$ cat src/rtl/seq_pattern_detect.sv
// Serial pattern detector: compares the last W sampled bits against a loadable
// pattern, emits a registered one-cycle match pulse and a saturating match count.
module seq_pattern_detect #(
    parameter int              W           = 3,
    parameter int              CNT_W       = 8,
    parameter logic [W-1:0]    DEFAULT_PAT = 3'b010
) (
    input  logic             clock,
    input  logic             reset_L,
    input  logic             a,
    input  logic             en,
    input  logic             overlap,
    input  logic             load,
    input  logic [W-1:0]     pattern_in,
    input  logic             clear,
    output logic             f,
    output logic [CNT_W-1:0] match_cnt
);

    localparam int FW = $clog2(W + 1);
    localparam logic [FW-1:0]    FILL_FULL = FW'(W);
    localparam logic [FW-1:0]    FILL_ARM  = FW'(W - 1);
    localparam logic [CNT_W-1:0] CNT_MAX   = {CNT_W{1'b1}};

    logic [W-1:0]     hist_r;
    logic [W-1:0]     pat_r;
    logic [FW-1:0]    fill_r;
    logic             f_r;
    logic [CNT_W-1:0] cnt_r;

    logic [W-1:0]     shifted_s;
    logic             match_s;
    logic [W-1:0]     hist_nxt_s;
    logic [W-1:0]     pat_nxt_s;
    logic [FW-1:0]    fill_nxt_s;
    logic [CNT_W-1:0] cnt_nxt_s;

    // Match detection: the incoming bit completes the window only once W-1 bits are held.
    always_comb begin
        shifted_s = {hist_r[W-2:0], a};
        match_s   = 1'b0;
        if (en && !load && (shifted_s == pat_r) && (fill_r >= FILL_ARM)) begin
            match_s = 1'b1;
        end else begin
            match_s = 1'b0;
        end
    end

    // Next-state for history, pattern, fill and counter.
    always_comb begin
        hist_nxt_s = hist_r;
        pat_nxt_s  = pat_r;
        fill_nxt_s = fill_r;
        cnt_nxt_s  = cnt_r;

        if (load) begin
            pat_nxt_s  = pattern_in;
            fill_nxt_s = '0;
        end else if (en) begin
            hist_nxt_s = shifted_s;
            if (match_s && !overlap) begin
                fill_nxt_s = '0;
            end else if (fill_r < FILL_FULL) begin
                fill_nxt_s = fill_r + FW'(1);
            end else begin
                fill_nxt_s = fill_r;
            end
        end else begin
            hist_nxt_s = hist_r;
        end

        // Clear wins over a coincident match; the pulse on f is unaffected.
        if (clear) begin
            cnt_nxt_s = '0;
        end else if (match_s && (cnt_r != CNT_MAX)) begin
            cnt_nxt_s = cnt_r + CNT_W'(1);
        end else begin
            cnt_nxt_s = cnt_r;
        end
    end

    // State and output registers.
    always_ff @(posedge clock or negedge reset_L) begin
        if (!reset_L) begin
            hist_r <= '0;
            pat_r  <= DEFAULT_PAT;
            fill_r <= '0;
            f_r    <= 1'b0;
            cnt_r  <= '0;
        end else begin
            hist_r <= hist_nxt_s;
            pat_r  <= pat_nxt_s;
            fill_r <= fill_nxt_s;
            f_r    <= match_s;
            cnt_r  <= cnt_nxt_s;
        end
    end

    assign f         = f_r;
    assign match_cnt = cnt_r;

endmodule

$ cat config.mk
export PLATFORM = sky130hd
export DESIGN_NAME = seq_pattern_detect
export DESIGN_NICKNAME = d
export VERILOG_FILES = /design/src/rtl/seq_pattern_detect.sv
export SDC_FILE = /design/constraint.sdc
export NUM_CORES = 1
export LEC_CHECK = 0
export ABC_AREA = 1
export BUFFER_PORTS_ARGS = -buffer_cell sky130_fd_sc_hd__buf_2
export CAP_MARGIN = 10
export CELL_PAD_IN_SITES_DETAIL_PLACEMENT = 0
export CELL_PAD_IN_SITES_GLOBAL_PLACEMENT = 2
export CORE_MARGIN = 2
export CORE_UTILIZATION = 30
export CTS_CLUSTER_DIAMETER = 40
export CTS_CLUSTER_SIZE = 25
export DETAILED_ROUTE_END_ITERATION = 7
export PLACE_DENSITY_LB_ADDON = 0.1
export SYNTH_ARGS = -nofsm -noshare
export SYNTH_HDL_FRONTEND = slang
export SYNTH_SLANG_ARGS = --single-unit
$ cat constraint.sdc
create_clock -name clock -period 1.89 [get_ports clock]
set_input_delay 0.2835 -clock clock [delete_from_list [all_inputs] [get_ports clock]]
set_output_delay 0.2835 -clock clock [all_outputs]
set_load 0.03 [all_outputs]
==> metrics.txt, run 1 <==
# TYPE chip_impl_metric gauge
chip_impl_info{name="layout_commonest_cell",value="sky130_fd_sc_hd__nand2_1"} 1
chip_impl_metric{name="drtIter0Drc",unit=""} 21
chip_impl_metric{name="post_synth_num_cell_types",unit=""} 23
chip_impl_metric{name="dr_total_vias",unit=""} 834
chip_impl_metric{name="floorplan.die.height",unit="µm"} 60.2
chip_impl_metric{name="maxSlewHeadroom",unit="%"} 73.9
chip_impl_metric{name="synth.avg_cell_area",unit="µm²"} 7.88
chip_impl_metric{name="area_delta_synth_final",unit="%"} 19.0
chip_impl_metric{name="total_count_of_max_transition_violations_in_the_final_report",unit=""} 0
chip_impl_metric{name="routed_wl",unit="µm"} 2010
chip_impl_metric{name="number_of_vias_per_cell_after_detailed_routing",unit=""} 4.48
chip_impl_metric{name="total_leakage_power",unit="nW"} 0.614
chip_impl_info{name="critical_path.endpoint_type",value="flip-flop"} 1
chip_impl_metric{name="detailroute.wirelength.met3",unit="µm"} 75
chip_impl_metric{name="worstPathMaxFanout",unit=""} 8
chip_impl_metric{name="post-cts-setup-buffers",unit=""} 0
chip_impl_metric{name="worst_endpoint_data_arrival_time",unit="ns"} 1.71
chip_impl_metric{name="grt_pass1_vias",unit=""} 781
chip_impl_metric{name="synth-warning-count",unit=""} 0
chip_impl_metric{name="actual_slew_at_the_worst_max_slew_pin",unit="ns"} 0.391
chip_impl_metric{name="met2RoutedLength",unit="µm"} 1000
chip_impl_metric{name="layout_min_cycle_time",unit="ns"} 1.52
chip_impl_metric{name="dp.final_hpwl",unit="µm"} 1580
chip_impl_metric{name="synth_seq_area_share",unit="%"} 42.5
chip_impl_metric{name="tritoncts.num_buffers",unit=""} 3
chip_impl_metric{name="design.die.area",unit="µm²"} 3620
chip_impl_metric{name="htree_num_levels",unit=""} 1
chip_impl_metric{name="antenna_cells_inserted",unit=""} 0
chip_impl_metric{name="pin_count_of_the_biggest_net_entering_global_routing",unit=""} 17
chip_impl_metric{name="grt_first_pass_wirelength",unit="µm"} 3380
chip_impl_metric{name="buffer_ports.inserted",unit=""} 18
chip_impl_metric{name="insertion_delay",unit="ns"} 0.29
chip_impl_info{name="yosys_most_used_dff",value="sky130_fd_sc_hd__dfrtp_1"} 1
chip_impl_metric{name="timing.fmax",unit="MHz"} 658
chip_impl_metric{name="postSynthRegisterBits",unit=""} 16
chip_impl_metric{name="syn_nets",unit=""} 133
chip_impl_metric{name="floorplan.rows",unit=""} 20
chip_impl_metric{name="pin_count",unit=""} 19
chip_impl_metric{name="gpl.final_weighted_congestion",unit=""} 0.708
chip_impl_metric{name="fp.coreArea",unit="µm²"} 3030
chip_impl_metric{name="wirelength_met1",unit="µm"} 897
chip_impl_info{name="setup_repair_after_global_routing_missed_its_margin",value="no"} 1
chip_impl_metric{name="antenna_violation_net_count_after_detailed_routing",unit=""} 0
chip_impl_info{name="top_layer_used",value="met4"} 1
chip_impl_metric{name="synth-async-reset-ratio",unit="%"} 100
chip_impl_info{name="holdCritPathClass",value="primary input to flip-flop"} 1
chip_impl_metric{name="cts.sink_count",unit=""} 16
chip_impl_metric{name="finClkSkew",unit="ns"} 0.00431
chip_impl_metric{name="mappedNetlistArea",unit="µm²"} 946
chip_impl_info{name="final_cell_mix",value="sky130_fd_sc_hd__nand2_1 (36), sky130_fd_sc_hd__buf_2 (18), sky130_fd_sc_hd__inv_1 (17)"} 1
chip_impl_metric{name="design_power_total",unit="µW"} 716
chip_impl_metric{name="cts-root-to-sink-buffers",unit=""} 2
chip_impl_metric{name="share_of_the_clock_period_used_by_the_worst_path_after_layout",unit="%"} 80.5
chip_impl_metric{name="chipWidth",unit="µm"} 60.2
chip_impl_metric{name="synth_enable_flop_cells",unit=""} 0
chip_impl_metric{name="gr_util_all_layers",unit="%"} 13.0
chip_impl_info{name="run_status",value="finished, final reports clean"} 1
chip_impl_metric{name="final_net_count",unit=""} 156
chip_impl_metric{name="fillerInstances",unit=""} 338
chip_impl_metric{name="worst_ir_drop_vdd",unit="V"} 0.000266
chip_impl_info{name="cts_tree",value="done"} 1
chip_impl_metric{name="floorplan.initialDensity",unit="%"} 31.2
chip_impl_metric{name="gr-total-overflow",unit=""} 0
chip_impl_metric{name="drt-pass1-iter-count",unit=""} 4
chip_impl_metric{name="routed_wire_length_per_instance",unit="µm"} 10.8
chip_impl_metric{name="finalHoldViolCount",unit=""} 0
chip_impl_metric{name="tns",unit="ns"} 0
chip_impl_metric{name="timing.final.setup_violations",unit=""} 0
chip_impl_metric{name="clk_transition_reported_paths",unit="ns"} 0.10
chip_impl_metric{name="power.density_cell_area",unit="nW/µm²"} 636
chip_impl_info{name="criticalPathCategory",value="flip-flop to flip-flop"} 1
chip_impl_metric{name="remaining_drc_errors",unit=""} 0
chip_impl_metric{name="grt_antenna_before_repair",unit=""} 0
chip_impl_metric{name="timing.critical_path.required",unit="ns"} 2.08
chip_impl_metric{name="synthCells",unit=""} 120
chip_impl_info{name="clk_root_buffer_cell",value="sky130_fd_sc_hd__clkbuf_4"} 1
chip_impl_info{name="worst_setup_path_start_kind",value="flip-flop"} 1
chip_impl_metric{name="max_cap_viol_count",unit=""} 0
chip_impl_metric{name="layout-drive-gt1-share",unit="%"} 23.2
==> power breakdown <==
group / total, mW / internal, mW / switching, mW
logic: 0.108 / 0.0364 / 0.0716
clock network: 0.234 / 0.117 / 0.116
registers: 0.374 / 0.362 / 0.0123
==> cell type report <==
type                    instances  area (µm²)  share of cell area (%)
clock buffers                   4        36.3                    3.22
inverters                      19        73.8                    6.56
multi-input cells              84         459                    40.8
flip-flops and latches         16         402                    35.7
well taps                      44        55.1                    4.89
repair buffers                 19         100                    8.89
==> stage by stage <==
step | util, % | setup slack (ns) | cells | hold WS, ns | area, µm²
after floorplan | - | 0.353 | 120 | -0.0121 | 946
after global placement | 35.7 | 0.386 | 181 | 0.226 | 1080
after detailed placement | 35.7 | 0.364 | 181 | 0.230 | 1080
after CTS | 37.2 | 0.347 | 186 | 0.169 | 1130
after global routing | 37.2 | 0.232 | 186 | 0.169 | 1130
final | 37.2 | 0.369 | 186 | 0.190 | 1130
==> critical path, stage by stage, from the launching register on <==
cell	delay, ns
sky130_fd_sc_hd__dfrtp_1	0.41
sky130_fd_sc_hd__inv_1	0.09
sky130_fd_sc_hd__ha_1	0.14
sky130_fd_sc_hd__inv_1	0.03
sky130_fd_sc_hd__nand2_1	0.05
sky130_fd_sc_hd__nand2_1	0.06
sky130_fd_sc_hd__nor2_1	0.16
sky130_fd_sc_hd__nand3_2	0.15
sky130_fd_sc_hd__nand2_4	0.13
sky130_fd_sc_hd__inv_4	0.07
sky130_fd_sc_hd__nand2_1	0.07
sky130_fd_sc_hd__o21ai_2	0.05
==> path summary, 6_finish.rpt <==
check                                            from                       end  slack, ns  cells after the start
worst min register to register   pat_r[1]$_DFFE_PN1P_      pat_r[1]$_DFFE_PN1P_       0.51                      2
worst max register to register  fill_r[0]$_DFFE_PN0P_  match_cnt[7]$_DFFE_PN0P_       0.37                     11
worst min-delay path                            clear  match_cnt[0]$_DFFE_PN0P_       0.19                      2
worst max-delay path            fill_r[0]$_DFFE_PN0P_  match_cnt[7]$_DFFE_PN0P_       0.37                     11
min in group asynchronous                     reset_L               f$_DFF_PN0_       0.44                      2
max in group asynchronous                     reset_L      pat_r[1]$_DFFE_PN1P_       1.14                      2
==> synthesized netlist by cell type (2+ instances only) <==
master,count,share of area (%)
sky130_fd_sc_hd__nand4_1,3,2.0
sky130_fd_sc_hd__o21ai_0,6,3.2
sky130_fd_sc_hd__inv_1,17,6.7
sky130_fd_sc_hd__nand3_1,12,6.3
sky130_fd_sc_hd__dfrtp_1,15,40
sky130_fd_sc_hd__ha_1,3,4.0
sky130_fd_sc_hd__xor2_1,4,3.7
sky130_fd_sc_hd__nor2_1,7,2.8
sky130_fd_sc_hd__o21ai_2,2,1.9
sky130_fd_sc_hd__o21ai_1,2,1.1
sky130_fd_sc_hd__nand2_4,2,2.4
sky130_fd_sc_hd__nand2_1,36,14
==> state kept, by name, indices dropped and copies added, names as in the netlist <==
name and cells:
match_cnt 8, pat_r 3, hist_r 2, fill_r 2
f 1
==> routing by layer <==
metal / vias up / track usage, %
met5: - / 0
met4: 0 / 7.94
met3: 4 / 3.25
met2: 15 / 21.6
met1: 388 / 14.7
li1: 427 / -
==> logic make-up (layout without fill, tap and decap cells) <==
family | Yosys count | count (layout) | synth area share, %
compound gates | 11 | 11 | 6.88
buf+inv | 20 | 42 | 8.99
fa+ha+maj | 3 | 3 | 3.97
xor+xnor | 4 | 4 | 3.70
simple gates | 66 | 66 | 34.0
flops | 16 | 16 | 42.5
==> repair_timing <==
| item | CTS | global route |
|---|---|---|
| resized for setup | 0 | 0 |
| endpoints found under the hold margin | 15 | 0 |
| hold buffers | 1 | 0 |
| setup endpoints to repair | 0 | 0 |
(Power assumes the default switching activity.)
==> inputs of run 2 (changes only) <==
clock period = 1.45 ns   (was 1.89 ns; I/O delays follow)
==> run 2 against run 1 <==
Maximum frequency rose by 7.9%. Die area did not move. Cell count rose by 4.3%. Power rose by 36%. Wire length rose by 9.4%. Clock-buffer cell count did not move. Cell area rose by 13%. Sequential cell count did not move. Sequential share of layout area fell by 3.8 points. Worst setup slack got worse by 0.33 ns.
==> metrics.txt, run 2 (synthesis gave the netlist of run 1 again) <==
# TYPE chip_impl_metric gauge
chip_impl_metric{name="cts-root-to-sink-buffers",unit=""} 2
chip_impl_metric{name="antenna_violation_net_count_after_detailed_routing",unit=""} 0
chip_impl_metric{name="dr_total_vias",unit=""} 852
chip_impl_info{name="criticalPathCategory",value="flip-flop to flip-flop"} 1
chip_impl_metric{name="switching_share",unit="%"} 29.0
chip_impl_metric{name="tritoncts.num_buffers",unit=""} 3
chip_impl_metric{name="gr_util_all_layers",unit="%"} 13.3
chip_impl_metric{name="fp.coreArea",unit="µm²"} 3030
chip_impl_metric{name="share_of_the_clock_period_used_by_the_worst_path_after_layout",unit="%"} 97.2
chip_impl_metric{name="pin_count",unit=""} 19
chip_impl_metric{name="gr-total-overflow",unit=""} 0
chip_impl_metric{name="final_net_count",unit=""} 164
chip_impl_metric{name="gpl.final_weighted_congestion",unit=""} 0.778
chip_impl_metric{name="worst_ir_drop_vdd",unit="V"} 0.000256
chip_impl_metric{name="pre_cts_ws",unit="ns"} -0.0358
chip_impl_metric{name="actual_slew_at_the_worst_max_slew_pin",unit="ns"} 0.377
chip_impl_metric{name="delay_of_the_slowest_cell_on_the_worst_path",unit="ns"} 0.41
chip_impl_info{name="holdCritPathClass",value="primary input to flip-flop"} 1
chip_impl_metric{name="worstPathMaxFanout",unit=""} 8
chip_impl_info{name="timing.critical_path.cells",value="inv_2, ha_4, inv_2, nand2_2, nand2_2, nor2_4, nand3_4, nand2_8, inv_8, nand2_2, o21ai_2"} 1
chip_impl_metric{name="switch_pwr",unit="µW"} 281
chip_impl_metric{name="power.density_cell_area",unit="nW/µm²"} 766
chip_impl_info{name="layout_commonest_cell",value="sky130_fd_sc_hd__nand2_1"} 1
chip_impl_metric{name="number_of_buffer_and_inverter_instances_along_the_worst_setup_path",unit=""} 3
chip_impl_metric{name="worst_endpoint_data_arrival_time",unit="ns"} 1.60
chip_impl_metric{name="drtIter0Drc",unit=""} 19
chip_impl_metric{name="holdWs",unit="ns"} 0.114
chip_impl_metric{name="routed_wire_length_per_instance",unit="µm"} 11.3
chip_impl_metric{name="fin_cells",unit=""} 194
chip_impl_metric{name="dp.final_hpwl",unit="µm"} 1610
chip_impl_metric{name="area_delta_synth_final",unit="%"} 34.0
chip_impl_metric{name="timing.critical_path.required",unit="ns"} 1.64
chip_impl_metric{name="total_leakage_power",unit="nW"} 0.655
chip_impl_metric{name="total_count_of_max_transition_violations_in_the_final_report",unit=""} 0
chip_impl_metric{name="timing.fmax",unit="MHz"} 710
chip_impl_metric{name="floorplan.die.height",unit="µm"} 60.2
chip_impl_metric{name="design.die.area",unit="µm²"} 3620
chip_impl_metric{name="htree_num_levels",unit=""} 1
chip_impl_metric{name="power.sequential.fraction",unit="%"} 50.4
chip_impl_info{name="final_cell_mix",value="sky130_fd_sc_hd__nand2_1 (31), sky130_fd_sc_hd__buf_2 (18), sky130_fd_sc_hd__inv_1 (15)"} 1
chip_impl_info{name="cts_tree",value="done"} 1
chip_impl_metric{name="number_of_vias_per_cell_after_detailed_routing",unit=""} 4.39
chip_impl_metric{name="layout_min_cycle_time",unit="ns"} 1.41
chip_impl_metric{name="dp_cell_count",unit=""} 188
chip_impl_metric{name="layout-drive-gt1-share",unit="%"} 36.7
chip_impl_info{name="worst_setup_path_start_kind",value="flip-flop"} 1
chip_impl_metric{name="grt_antenna_before_repair",unit=""} 0
chip_impl_metric{name="finalInstanceArea",unit="µm²"} 1270
chip_impl_info{name="setup_repair_after_global_routing_missed_its_margin",value="yes"} 1
chip_impl_metric{name="finClkSkew",unit="ns"} 0.00619
chip_impl_metric{name="largest_register_ffs",unit=""} 8
chip_impl_metric{name="routed_wl",unit="µm"} 2200
chip_impl_info{name="run_status",value="finished, final reports clean"} 1
chip_impl_metric{name="power.internal",unit="µW"} 690
chip_impl_metric{name="chipWidth",unit="µm"} 60.2
chip_impl_metric{name="floorplan.initialDensity",unit="%"} 31.2
chip_impl_metric{name="max_cap_viol_count",unit=""} 0
chip_impl_metric{name="buffer_ports.inserted",unit=""} 18
chip_impl_info{name="timing.critical_path.mode_cell",value="sky130_fd_sc_hd__nand2_2"} 1
chip_impl_metric{name="floorplan.rows",unit=""} 20
chip_impl_metric{name="drt-pass1-iter-count",unit=""} 4
chip_impl_metric{name="clk_transition_reported_paths",unit="ns"} 0.10
chip_impl_metric{name="design_power_total",unit="µW"} 971
chip_impl_metric{name="post_dp_cell_area",unit="µm²"} 1130
chip_impl_metric{name="p_clk_share",unit="%"} 31.4
chip_impl_metric{name="timing.final.setup_violations",unit=""} 0
chip_impl_metric{name="pin_count_of_the_biggest_net_entering_global_routing",unit=""} 17
chip_impl_metric{name="grt_pass1_vias",unit=""} 773
chip_impl_metric{name="cts.sink_count",unit=""} 16
chip_impl_metric{name="timing.final.ws_setup",unit="ns"} 0.0408
chip_impl_info{name="cp_slowest_cell",value="sky130_fd_sc_hd__dfrtp_1"} 1
chip_impl_info{name="clk_root_buffer_cell",value="sky130_fd_sc_hd__clkbuf_4"} 1
chip_impl_info{name="category_of_cells_accounting_for_the_largest_share_of_critical_path_delay",value="simple AND/OR/NAND/NOR gates"} 1
chip_impl_info{name="critical_path.endpoint_type",value="flip-flop"} 1
chip_impl_metric{name="grt_first_pass_wirelength",unit="µm"} 3480
chip_impl_metric{name="power.share.combinational",unit="%"} 18.2
chip_impl_metric{name="remaining_drc_errors",unit=""} 0
chip_impl_metric{name="insertion_delay",unit="ns"} 0.29
chip_impl_metric{name="finalHoldViolCount",unit=""} 0
chip_impl_metric{name="antenna_cells_inserted",unit=""} 0
chip_impl_metric{name="maxSlewHeadroom",unit="%"} 74.9
## run 2: changes by cell type in the layout (fill, tap and decap cells not counted), sizes merged
cell | before | now
buf | 18 | 26
## run 2: through the flow
step | TNS (ns) | utilization [%]
floorplan | 0 | -
global placement | -0.00236 | 37.5
detailed placement | -0.117 | 37.5
CTS | 0 | 39.3
global route | -0.525 | 41.9
finish | 0 | 41.9
## run 2: final cells by class
type,count,area [µm²]
Fill cell,334,1760
Multi-Input combinational cell,84,533
Sequential cell,16,404
Timing Repair Buffer,27,160
Inverter,19,78.8
Tap cell,44,55.1
Clock buffer,4,36.3
## run 2: worst paths after layout
path	startpoint	end	slack [ns]	cells after the start
hold reg to reg	pat_r[1]$_DFFE_PN1P_	pat_r[1]$_DFFE_PN1P_	0.51	2
max in group asynchronous	reset_L	pat_r[1]$_DFFE_PN1P_	0.77	2
setup reg to reg	fill_r[0]$_DFFE_PN0P_	match_cnt[7]$_DFFE_PN0P_	0.04	11
min in group asynchronous	reset_L	pat_r[0]$_DFFE_PN0P_	0.36	2
hold / removal	clear	match_cnt[0]$_DFFE_PN0P_	0.11	2
setup / recovery	fill_r[0]$_DFFE_PN0P_	match_cnt[7]$_DFFE_PN0P_	0.04	11
## run 2: repair_timing
action | 4_1_cts | 5_1_grt
gates resized for setup | 4 | 16
hold buffers | 1 | 0
endpoints found under the hold margin | 15 | 0
endpoints found under the setup margin | 8 | 9
buffers inserted | 0 | 1
pin swaps | 1 | 7
## run 2: power groups by stage
stage	combinational [mW]	sequential [mW]	clock (mW)
after global routing	0.204	0.492	0.334
after detailed placement	0.154	0.495	0
after floorplan	0.0967	0.496	0
after CTS	0.159	0.487	0.320
after global placement	0.154	0.495	0
final	0.177	0.489	0.305
## run 2: per-layer routing
metal | vias up | share of wire [%] | global-route usage, %
met5 | - | 0 | 0
met4 | 0 | 0.86 | 6.67
met3 | 2 | 4.6 | 2.38
met2 | 17 | 50 | 21.6
met1 | 393 | 44 | 16.8
li1 | 440 | - | -
